--- config.mk ---
export PLATFORM = sky130hd
export DESIGN_NAME = block_encode_a20
export DESIGN_NICKNAME = d
export VERILOG_FILES = /design/src/rtl/block_code_a20_pkg.sv /design/src/rtl/block_encode_a20_core.sv /design/src/rtl/block_encode_a20.sv
export SDC_FILE = /design/constraint.sdc
export NUM_CORES = 1
export LEC_CHECK = 0
export ABC_AREA = 1
export CAP_MARGIN = 0
export CORE_MARGIN = 2
export CORE_UTILIZATION = 50
export CTS_CLUSTER_DIAMETER = 120
export CTS_CLUSTER_SIZE = 20
export DETAILED_ROUTE_END_ITERATION = 8
export PLACE_DENSITY = 0.68
export SETUP_SLACK_MARGIN = 0.3
export SYNTH_ARGS = -nofsm -noshare
export SYNTH_HDL_FRONTEND = slang
export SYNTH_HIERARCHICAL = 1
export SYNTH_SLANG_ARGS = --single-unit
--- constraint.sdc ---
create_clock -name clk -period 2.9 [get_ports clk]
set_input_delay 0.29 -clock clk [delete_from_list [all_inputs] [get_ports clk]]
set_output_delay 0.29 -clock clk [all_outputs]
set_load 0.02 [all_outputs]
--- src/rtl/block_code_a20_pkg.sv ---
// Shared constants, the (20,A) basis table and the encoder state encoding.
// Used by both block_encode_a20 and block_decode_a20.
package block_code_a20_pkg;

    localparam int unsigned NUM_SYMBOLS = 20;
    localparam int unsigned MAX_A       = 13;
    localparam int unsigned A_W         = 4;
    localparam int unsigned IDX_W       = 5;

    // M_TABLE[i][n] = M(i,n); each literal reads n=12 on the left down to n=0 on the right
    localparam logic [MAX_A-1:0] M_TABLE [NUM_SYMBOLS] = '{
        13'b0110000000011,
        13'b0111000000111,
        13'b1111101001001,
        13'b1110100001101,
        13'b1110010001111,
        13'b1110111010011,
        13'b1111101010101,
        13'b1110110011001,
        13'b1111010011011,
        13'b1111001011101,
        13'b1111011100101,
        13'b1110101100111,
        13'b1111110101001,
        13'b1111010101011,
        13'b1010010110001,
        13'b1011011110011,
        13'b1101001110111,
        13'b1100100111001,
        13'b0000011111011,
        13'b0000001100001
    };

    typedef enum logic [1:0] {
        IDLE,
        COLLECT,
        ENCODE,
        EMIT
    } state_t;

endpackage

--- src/rtl/block_encode_a20_core.sv ---
// Combinational (20,A) codeword: b_i is the parity of the information bits
// selected by row i of the basis table.
module block_encode_a20_core
    import block_code_a20_pkg::*;
(
    input  logic [MAX_A-1:0]       a,
    output logic [NUM_SYMBOLS-1:0] b_c
);

    always_comb begin
        b_c = '0;
        for (int i = 0; i < NUM_SYMBOLS; i++) begin
            b_c[i] = ^(a & M_TABLE[i]);
        end
    end

endmodule

--- src/rtl/block_encode_a20.sv ---
// Streaming (20,A) block encoder: collects A serial information bits, encodes
// them in one cycle, then emits 20 BPSK soft symbols over AXI4-Stream.
module block_encode_a20 #(
    parameter int unsigned DATA_WIDTH  = 8,
    parameter int          AMPLITUDE   = 64,
    parameter int unsigned NUM_SYMBOLS = 20
) (
    input  logic                         clk,
    input  logic                         rst,
    input  logic [3:0]                   code_length,
    input  logic                         code_length_valid,
    input  logic                         s_axis_tdata,
    input  logic                         s_axis_tvalid,
    output logic                         s_axis_tready,
    input  logic                         s_axis_tlast,
    output logic signed [DATA_WIDTH-1:0] m_axis_tdata,
    output logic                         m_axis_tvalid,
    input  logic                         m_axis_tready,
    output logic                         m_axis_tlast,
    output logic                         err_tlast
);
    import block_code_a20_pkg::*;

    localparam logic [DATA_WIDTH-1:0] SYM_POS  = DATA_WIDTH'(AMPLITUDE);
    localparam logic [DATA_WIDTH-1:0] SYM_NEG  = DATA_WIDTH'(-AMPLITUDE);
    localparam logic [IDX_W-1:0]      LAST_IDX = IDX_W'(NUM_SYMBOLS - 1);

    state_t                 state, state_nxt;
    logic [A_W-1:0]         a_len, a_len_nxt;
    logic [A_W-1:0]         k, k_nxt;
    logic [A_W-1:0]         pend_len, pend_len_nxt;
    logic                   pend_valid, pend_valid_nxt;
    logic                   err_nxt;
    logic [MAX_A-1:0]       a_reg, a_nxt;
    logic [NUM_SYMBOLS-1:0] b_reg, b_nxt, enc_b_c;
    logic [IDX_W-1:0]       sym_idx, idx_nxt;
    logic                   s_ready_nxt, m_valid_nxt, m_last_nxt;
    logic [DATA_WIDTH-1:0]  m_data_nxt;
    logic                   s_hs, m_hs, cfg_ok, last_pos;

    function automatic logic [DATA_WIDTH-1:0] sym_of(input logic bit_v);
        return bit_v ? SYM_NEG : SYM_POS;
    endfunction

    block_encode_a20_core u_core (
        .a   (a_reg),
        .b_c (enc_b_c)
    );

    assign s_hs     = s_axis_tvalid && s_axis_tready;
    assign m_hs     = m_axis_tvalid && m_axis_tready;
    assign cfg_ok   = code_length_valid && (code_length != '0) && (code_length <= A_W'(MAX_A));
    assign last_pos = (k == a_len - A_W'(1));

    always_ff @(posedge clk) begin
        if (rst) state <= IDLE;
        else     state <= state_nxt;
    end

    always_comb begin
        state_nxt      = state;
        a_len_nxt      = a_len;
        k_nxt          = k;
        pend_len_nxt   = pend_len;
        pend_valid_nxt = pend_valid;
        err_nxt        = err_tlast;
        a_nxt          = a_reg;
        b_nxt          = b_reg;
        idx_nxt        = sym_idx;
        s_ready_nxt    = 1'b0;
        m_valid_nxt    = m_axis_tvalid;
        m_last_nxt     = m_axis_tlast;
        m_data_nxt     = m_axis_tdata;

        unique case (state)
            IDLE: begin
                if (cfg_ok) begin
                    a_len_nxt   = code_length;
                    k_nxt       = '0;
                    a_nxt       = '0;
                    s_ready_nxt = 1'b1;
                    state_nxt   = COLLECT;
                end
            end
            COLLECT: begin
                s_ready_nxt = 1'b1;
                // Before the first bit a new length takes effect at once; later it waits
                if (cfg_ok) begin
                    if ((k == '0) && !s_hs) begin
                        a_len_nxt = code_length;
                    end else begin
                        pend_valid_nxt = 1'b1;
                        pend_len_nxt   = code_length;
                    end
                end
                if (s_hs) begin
                    a_nxt[k] = s_axis_tdata;
                    k_nxt    = k + A_W'(1);
                    if (last_pos || s_axis_tlast) begin
                        if (last_pos != s_axis_tlast) err_nxt = 1'b1;
                        s_ready_nxt = 1'b0;
                        state_nxt   = ENCODE;
                    end
                end
            end
            ENCODE: begin
                if (cfg_ok) begin
                    pend_valid_nxt = 1'b1;
                    pend_len_nxt   = code_length;
                end
                b_nxt       = enc_b_c;
                idx_nxt     = '0;
                m_valid_nxt = 1'b1;
                m_last_nxt  = 1'b0;
                m_data_nxt  = sym_of(enc_b_c[0]);
                state_nxt   = EMIT;
            end
            EMIT: begin
                if (cfg_ok) begin
                    pend_valid_nxt = 1'b1;
                    pend_len_nxt   = code_length;
                end
                if (m_hs) begin
                    if (sym_idx == LAST_IDX) begin
                        m_valid_nxt = 1'b0;
                        m_last_nxt  = 1'b0;
                        m_data_nxt  = '0;
                        s_ready_nxt = 1'b1;
                        k_nxt       = '0;
                        a_nxt       = '0;
                        state_nxt   = COLLECT;
                        if (pend_valid_nxt) begin
                            a_len_nxt      = pend_len_nxt;
                            pend_valid_nxt = 1'b0;
                        end
                    end else begin
                        idx_nxt    = sym_idx + IDX_W'(1);
                        m_data_nxt = sym_of(b_reg[idx_nxt]);
                        m_last_nxt = (idx_nxt == LAST_IDX);
                    end
                end
            end
            default: state_nxt = IDLE;
        endcase
    end

    always_ff @(posedge clk) begin
        if (rst) begin
            a_len         <= '0;
            k             <= '0;
            pend_len      <= '0;
            pend_valid    <= 1'b0;
            err_tlast     <= 1'b0;
            a_reg         <= '0;
            b_reg         <= '0;
            sym_idx       <= '0;
            s_axis_tready <= 1'b0;
            m_axis_tvalid <= 1'b0;
            m_axis_tlast  <= 1'b0;
            m_axis_tdata  <= '0;
        end else begin
            a_len         <= a_len_nxt;
            k             <= k_nxt;
            pend_len      <= pend_len_nxt;
            pend_valid    <= pend_valid_nxt;
            err_tlast     <= err_nxt;
            a_reg         <= a_nxt;
            b_reg         <= b_nxt;
            sym_idx       <= idx_nxt;
            s_axis_tready <= s_ready_nxt;
            m_axis_tvalid <= m_valid_nxt;
            m_axis_tlast  <= m_last_nxt;
            m_axis_tdata  <= m_data_nxt;
        end
    end

endmodule

==> metrics.txt, run 1 <==
detailed placement HPWL=roughly 8 mm; Peak Freq=around 430 MHz; root buffer cell=clkbuf_8; total wire length=roughly 11 mm; MaxCap Viol Count=0; Initial Utilization=51.6%; layout cells sized above 1=8.23%; CTS H-tree lvls=3; core area=0.00876 mm2; predominant post-synthesis flop cell=dfxtp_1; Slew HR=44.6%; CTS tree=done; Die H=just under 100 um; endpoints failing hold=0; Net count, final=roughly 770; Synth top cells by count=nand2_1 (243), inv_1 (84), nand3_1 (73); site row count=34; setup_tns=0 ps; async set-or-reset flop fraction in the synthesized netlist=0%; Worst VDD drop=458 uV; initial antenna violation count=0; CP endpoint kind=flop; PD cells=880 mW/mm2; initial detailed-routing violation count=~360; via density per instance=5.19; global route overflow=0; Synth area leaders=dfxtp_1 (26%), nand2_1 (20%), nand3_1 (8.1%); Pre-antenna DRT Iters=5; Layout Skew=~9 ps; flops & latches, synth=slightly below 60; Worst Hold Class=flop to flop; flop2flop setup slack=about 570 ps; Synth area leader=dfxtp_1; CTS Hold Bufs=0; Pins Over Slew Limit=0; post-DR wirelength/cell=around 12 um; Synth cell types=32; Synth Instances=747; Leak Pwr=between 2 and 2.5 nW; Placer Congestion=about 0.89; Setup violations, final=0; largest net degree at the start of global routing=between 40 and 50; CP max FO=4; area grow syn2layout=6.22%; Synth Area per Inst=6.06 um2; part of the cycle the worst path needs=around four fifths; Syn. warnings=6; critical path data required time=between 3000 and 4000 ps; Residual DRC=0; post-synth top area share=between 20% and 30%; first-pass GRT wire length=about 18 mm; RSZ-0062 raised after global routing=false; Post-Syn Area=0.00452 mm2; setup bufs post-CTS=0; Die Wd=approximately 100 um; die footprint=about 0.0098 mm2; Routed Antenna Nets=0; diodes inserted=0; status=completed; Largest register FFs=20; total power=4.23 mW; PortBufs=16; Slew @ Worst Pin=830 ps; post-synthesis sequential area ratio=between 20% and 30%; Period minus WS final=~2300 ps; crit path DAT=roughly 2600 ps; count leader, synth=nand2_1; CTS max path bufs=2; Total GRT Usage=between 20% and 30%; vias in the first global route=~4,000; CTS clk-pin slew, worst paths=~70 ps; Num Clock Sinks=around 60; crit start category=flop; cts bufs inserted=9; worst-skew pair later-pin latency=approximately 350 ps; CTS resizes=0; I/O pin cnt=23; Post-synth EDFFs=0; vias=4,472; critical path class=flop to flop
-- worst paths after layout --
path,startpoint,end,cells after the start
worst max-delay path,a_len[0],state[1],13
worst min-delay path,err_tlast,err_tlast,2
worst max register to register,a_len[0],state[1],13
worst min register to register,err_tlast,err_tlast,2
-- worst max-delay path, stage by stage, from the launching register on --
cell       delay (ps)
dfxtp_1           330
inv_1              80
ha_1              310
nand2_1            70
inv_1              30
a2111oi_0         420
nand3_1           150
ha_1              210
inv_1              70
a21oi_1            70
inv_1             110
nand3_1           140
o21ai_0           180
a21oi_1            50
-- cell usage in the layout, fill, tap and decap left out, drive strengths merged, types with 2 or more instances in the layout --
| master | netlist | layout |
|---|---|---|
| nor2 | 69 | 69 |
| dfxtp | 59 | 59 |
| clkdlybuf4s50 | 0 | 16 |
| clkinv | 0 | 4 |
| a211oi | 2 | 2 |
| nor3 | 4 | 4 |
| inv | 96 | 96 |
| ha | 14 | 14 |
| o21ai | 41 | 41 |
| xor2 | 15 | 15 |
| buf | 24 | 4 |
| xnor2 | 13 | 13 |
| clkbuf | 10 | 9 |
| nand3 | 75 | 75 |
| nand2 | 261 | 261 |
| nand4 | 6 | 6 |
| a21oi | 53 | 53 |
| conb | 1 | 6 |
-- through the flow --
stage                     util (%)  cells  setup slack (ps)  instance area, um2  hold slack (ps)
final                         54.8    861               567                4800              458
after detailed placement      52.8    846               601                4620              447
after floorplan                  -    752               905                4540              368
after CTS                     54.8    861               603                4800              459
after global placement        52.8    846               632                4620              442
after global routing          54.8    861               389                4800              478
-- area by class of cell --
| type | count | area (um2) |
|---|---|---|
| clock buffers | 9 | 124 |
| clock inverters | 6 | 57.6 |
| fillers | 908 | 3960 |
| inverters | 96 | 365 |
| multi-input cells | 563 | 2750 |
| flip-flops and latches | 59 | 1180 |
| well taps | 108 | 135 |
| repair buffers | 20 | 190 |
-- logic make-up (layout without fill, tap and decap cells) --
kind of cell	count (synthesis)	after routing	share of synthesized area, %
other	1	6	0.0829
buffers and inverters	130	131	13.5
AND/OR/NAND/NOR	416	416	39.1
XOR/XNOR	28	28	5.42
adder cells (fa/ha/maj)	14	14	3.87
AO/OA/AOI/OAI	99	99	11.9
flip-flops	59	59	26.1
-- power by group --
group          internal (mW)  switching (mW)
clock                  0.385           0.339
sequential              1.05           0.159
combinational          0.773            1.52
-- routing by layer --
| metal | vias to the layer above | share of wire, % | wire (um) | track usage (%) |
|---|---|---|---|---|
| li1 | 2331 | - | - | - |
| met1 | 2032 | 48 | 5080 | 30.4 |
| met2 | 93 | 46 | 4940 | 36.3 |
| met3 | 16 | 4.0 | 422 | 4.08 |
| met4 | 0 | 1.8 | 191 | 8.01 |
| met5 | - | 0 | 0 | 0 |
Power figures use the tool's default switching activity.
==> run 2: changes to the inputs <==
- PLACE_DENSITY: 0.68 -> 0.71
- clock period: 2.9 -> 2.1 ns (I/O delays scaled with it)
==> run 2 against run 1 <==
  * Sequential cell count did not move
  * Hold slack worse by 85 ps
  * Sequential power increased by 40%
  * Non-clock buffer count grew 16
  * Fmax increased by 21%
  * Global-route usage increased by 0.90 points
  * First-iteration DRC count is 3.6% higher
==> metrics.txt, run 2 (synthesis results as in run 1) <==
status=completed; register share of total power=27.2%; Total GRT Usage=a little under a quarter; CTS max path bufs=2; CP endpoint kind=flop; PD cells=between 1000 and 1500 mW/mm2; Die Wd=99.1 um; MaxCap Viol Count=0; initial detailed-routing violation count=377; leading cell types in the layout, fill and taps excluded=nand2_1 (242), inv_1 (76), nand3_1 (72), nor2_1 (63); most common cell after layout, fill and taps aside=nand2_1; fin util=58.1%; RSZ-0062 raised after global routing=true; internal power=around 3.3 mW; initial antenna violation count=0; hold_sp=code_length[3]; combinational power share=between 50% and 60%; first-pass GRT wire length=around 19 mm; largest net degree at the start of global routing=41; Worst Hold Class=input port to flop; Pins Over Slew Limit=0; met3 usage=about 4.4%; CTS tree=done; Period minus WS final=between 1500 and 2000 ps; vias=between 4,000 and 5,000; Hold Path Sink=a_len[3]; CTS H-tree lvls=3; layout cells sized above 1=between 10 and 15%; site row count=34; area grow syn2layout=12.6%; reg-to-reg startpoint=a_len[1]; Residual DRC=0; part of the cycle the worst path needs=91.8%; die footprint=slightly below 0.01 mm2; via density per instance=between 5 and 6; flop2flop setup slack=170 ps; Largest register FFs=20; global route overflow=0; post-DR wirelength/cell=12.4 um; core area=0.00876 mm2; Routed Antenna Nets=0; start point of the critical path=a_len[1]; grt met1 use=between 30% and 40%; endpoints failing hold=0; total wire length=about 11 mm; pre-CTS worst setup slack=approximately 110 ps; global routing's busiest layer=met2; Clock Power Share=~16%; Placer Congestion=approximately 0.90; crit start category=flop; Num Clock Sinks=59; detailed placement HPWL=just over 8 mm; critical path data required time=approximately 2400 ps; crit path DAT=about 2200 ps; CTS clk-pin slew, worst paths=~70 ps; M2 GR Usage=a little under two fifths; Setup violations, final=0; Final WS setup=between 150 and 200 ps; Net count, final=790; vias in the first global route=about 4,200; Peak Freq=roughly 520 MHz; Leak Pwr=between 2 and 2.5 nW; Sw Pwr=between 2 and 3 mW; critical path class=flop to flop; Pre-antenna DRT Iters=5; Worst VDD drop=roughly 900 uV; cts bufs inserted=9; root buffer cell=clkbuf_8; Die H=slightly below 100 um; # fillers=between 800 and 900; PortBufs=16; setup_tns=0 ps; total power=~6.3 mW; Hold Slack=373 ps; worst-skew pair later-pin latency=roughly 340 ps; diodes inserted=0; Layout Skew=between 8 and 9 ps; Worst Hold Depth=5; Switching Fraction=a little under half; CP max FO=3; Initial Utilization=~52%; Worst R2R Path Depth=13; RR Endpoint=err_tlast; I/O pin cnt=23
## run 2: worst max path at each step
stage / cells past startpoint / slack (ps) / to
2_1_floorplan: 13 / 300 / state[0]
4_1_cts: 13 / 140 / err_tlast
5_1_grt: 13 / 70 / err_tlast
3_5_place_dp: 13 / 110 / state[1]
6_report: 13 / 170 / err_tlast
3_3_place_gp: 13 / 140 / state[1]
## run 2: metal layers
metal | up-vias | share of wire (%)
met4 | 0 | 1.8
met2 | 129 | 46
met3 | 26 | 5.4
li1 | 2360 | -
met1 | 2041 | 47
met5 | - | 0
## run 2: power groups by stage
stage / Clock (mW) / Combinational [mW] / Sequential, mW
after floorplan: 0 / 2.63 / 1.67
after global placement: 0 / 3.26 / 1.69
after detailed placement: 0 / 3.32 / 1.71
after CTS: 0.987 / 3.43 / 1.68
after global routing: 1.04 / 4.06 / 1.75
final: 0.971 / 3.58 / 1.70
## run 2: worst max-delay path: stages (launching register included)
cell and delay (ps):
dfxtp_2 320, inv_2 80, ha_4 210, nand2_2 60
inv_2 40, a2111oi_4 310, nand3_1 120, ha_2 180
inv_2 60, buf_4 100, buf_4 90, buf_4 90
nand4_1 90, a21oi_1 130
## run 2: final cells by class
class | count | area (um2) | area share [%]
multi-input cells | 563 | 2860 | 56.2
inverters | 96 | 372 | 7.30
flip-flops and latches | 59 | 1200 | 23.5
repair buffers | 36 | 350 | 6.88
clock buffers | 13 | 169 | 3.32
well taps | 108 | 135 | 2.65
clock inverters | 2 | 10.0 | 0.197
## run 2: per-stage QoR
stage / cells / cell area [um2]
final: 877 / 5090
after floorplan: 752 / 4570
after global routing: 877 / 5090
after detailed placement: 855 / 4740
after global placement: 855 / 4740
after CTS: 875 / 4980
## run 2: what timing repair did
action | 4_1_cts | 5_1_grt
resized for setup | 8 | 28
pin swaps | 2 | 6
setup buffers | 5 | 2
endpoints found under the setup margin | 22 | 40
hold buffers | 0 | 0
==> run 3: changes to the inputs <==
- CORE_ASPECT_RATIO: not set -> 1.4
- CORE_UTILIZATION: 50 -> 40
- PLACE_DENSITY: 0.71 -> not set
==> run 3 against run 2 <==
  * Critical endpoint is now state[0]
  * Clock skew shrank 2.6 ps
  * Non-clock buffer count grew 3
  * Highest routed layer unchanged
  * Hold slack gained 81 ps
  * Sequential share of layout area shrank 1.2 points
  * Critical path depth is the same
  * Register-to-register slack gained 50 ps
==> metrics.txt, run 3 (synthesis results as in run 1) <==
RR Endpoint=state[0]; MaxCap Viol Count=0; crit path DAT=between 2000 and 2500 ps; Die Wd=93.9 um; register share of total power=around 24%; Worst path max stage delay=approximately 360 ps; Clock Power Share=around a fifth; global route overflow=0; CTS H-tree lvls=3; Num Clock Sinks=59; cell mode on critical path=inv_2; leading cell types in the layout, fill and taps excluded=nand2_1 (239), inv_1 (76), nor2_1 (63), nand3_1 (59); total wire length=approximately 12 mm; site row count=between 40 and 50; PortBufs=16; detailed placement HPWL=8.46 mm; Pins Over Slew Limit=0; Worst Hold Class=flop to flop; flop2flop setup slack=roughly 220 ps; post-DR wirelength/cell=12.7 um; core area=0.0109 mm2; crit start category=flop; PD cells=1310 mW/mm2; die footprint=0.0122 mm2; Met3 Wirelength=roughly 360 um; CTS max path bufs=2; Net count, final=793; Finished Layout Cells=approximately 910; I/O pin cnt=23; cts bufs inserted=9; diodes inserted=0; status=completed; CTS clk-pin slew, worst paths=50 ps; area grow syn2layout=19.3%; most common cell after layout, fill and taps aside=nand2_1; CP endpoint kind=flop; Leak Pwr=roughly 2.5 nW; CP Buf/Inv Count=4; CP endpoint=state[0]; first-pass GRT wire length=between 15 and 20 mm; setup_tns=0 ps; initial antenna violation count=0; root buffer cell=clkbuf_16; CTS Hold Bufs=0; # fillers=between 1,000 and 1,500; crit-path leading delay family=compound AO/OA/AOI/OAI gates; Period minus WS final=between 1500 and 2000 ps; vias=4,548; reg-to-reg startpoint=a_len[0]; vias in the first global route=about 4,200; critical path class=flop to flop; start point of the critical path=a_len[0]; WL met1=5.12 mm; via density per instance=between 4 and 5; Setup violations, final=0; Residual DRC=0; Crit-path slowest cell=dfxtp_2; CTS tree=done; Layout Skew=6.35 ps; top routing layer used=met4; Slew HR=a little under three fifths; routed wl met2=5.89 mm; critical path data required time=between 2000 and 2500 ps; fin util=49.4%; Slew @ Worst Pin=about 640 ps; CP cell instances=inv_4 -> ha_4 -> nand2_2 -> inv_2 -> a2111oi_4 -> nand3_1 -> ha_2 -> inv_2 -> a21oi_2 -> inv_2 -> nand3_4 -> o21ai_2 -> a21oi_1; Largest register FFs=20; WP depth=13; Peak Freq=between 500 and 600 MHz; Total GRT Usage=19.5%; RSZ-0062 raised after global routing=true; part of the cycle the worst path needs=about nine tenths; Switching Fraction=44.8%; Pre-antenna DRT Iters=6; dpl cells=887; Sw Pwr=3.17 mW; worst-skew pair later-pin latency=330 ps; Worst VDD drop=~580 uV; largest net degree at the start of global routing=a little over 40; Worst R2R Path Depth=13; combinational power share=between 50% and 60%; Routed Antenna Nets=0; internal power=just under 4 mW; Initial Utilization=between 40% and 50%; layout cells sized above 1=16.7%; Die H=approximately 130 um; Placer Congestion=between 0.8 and 0.9; CP max FO=4; initial detailed-routing violation count=roughly 230; endpoints failing hold=0
-- run 3: power by group through the flow --
stage | Sequential, mW | Clock [mW] | Combinational [mW]
6_report | 1.72 | 1.48 | 3.89
2_1_floorplan | 1.67 | 0 | 2.63
4_1_cts | 1.70 | 1.52 | 3.41
5_1_grt | 1.76 | 1.58 | 4.38
3_5_place_dp | 1.71 | 0 | 3.33
3_3_place_gp | 1.70 | 0 | 3.28
-- run 3: how the worst min path moves through the flow --
stage / start / endpoint / depth (start not counted)
floorplan: rst / sym_idx[0] / 1
global placement: b_reg[18] / b_reg[18] / 2
detailed placement: b_reg[18] / b_reg[18] / 2
CTS: b_reg[18] / b_reg[18] / 2
global route: b_reg[12] / b_reg[12] / 2
finish: b_reg[18] / b_reg[18] / 2
-- run 3: repair_timing --
item / in CTS / in global routing
gates resized for setup: 5 / 50
pin swaps: 2 / 13
cloned: 0 / 3
setup buffers: 3 / 5
setup endpoints to repair: 11 / 47
-- run 3: metrics by stage --
step	cell area (um2)	power, mW	hold slack, ps	setup WS (ps)
after floorplan	4570	4.30	288	297
after global placement	4780	4.98	444	147
final	5400	7.09	454	222
after global routing	5400	7.73	479	82.9
after detailed placement	4780	5.04	447	110
after CTS	5120	6.63	456	149
-- run 3: worst reg2reg max path, delay by kind of cell, from the launching register on --
kind                     cells  cell delay (ps)
AO/OA/AOI/OAI                4              520
adder cells (fa/ha/maj)      2              390
flip-flops                   1              360
AND/OR/NAND/NOR              3              270
buffers and inverters        4              230
-- run 3: final cells by class --
class / count / area, um2 / area share [%]
clock buffers: 10 / 239 / 4.43
clock inverters: 6 / 65.1 / 1.21
inverters: 96 / 370 / 6.86
multi-input cells: 563 / 2950 / 54.6
flip-flops and latches: 59 / 1200 / 22.3
well taps: 141 / 176 / 3.27
repair buffers: 39 / 397 / 7.35
-- run 3: layer usage --
metal  vias to the layer above  global-route usage [%]
met5                         -                       0
met2                       103                    34.0
met3                        22                    2.54
met4                         0                    8.61
met1                      2035                    23.9
li1                       2388                       -
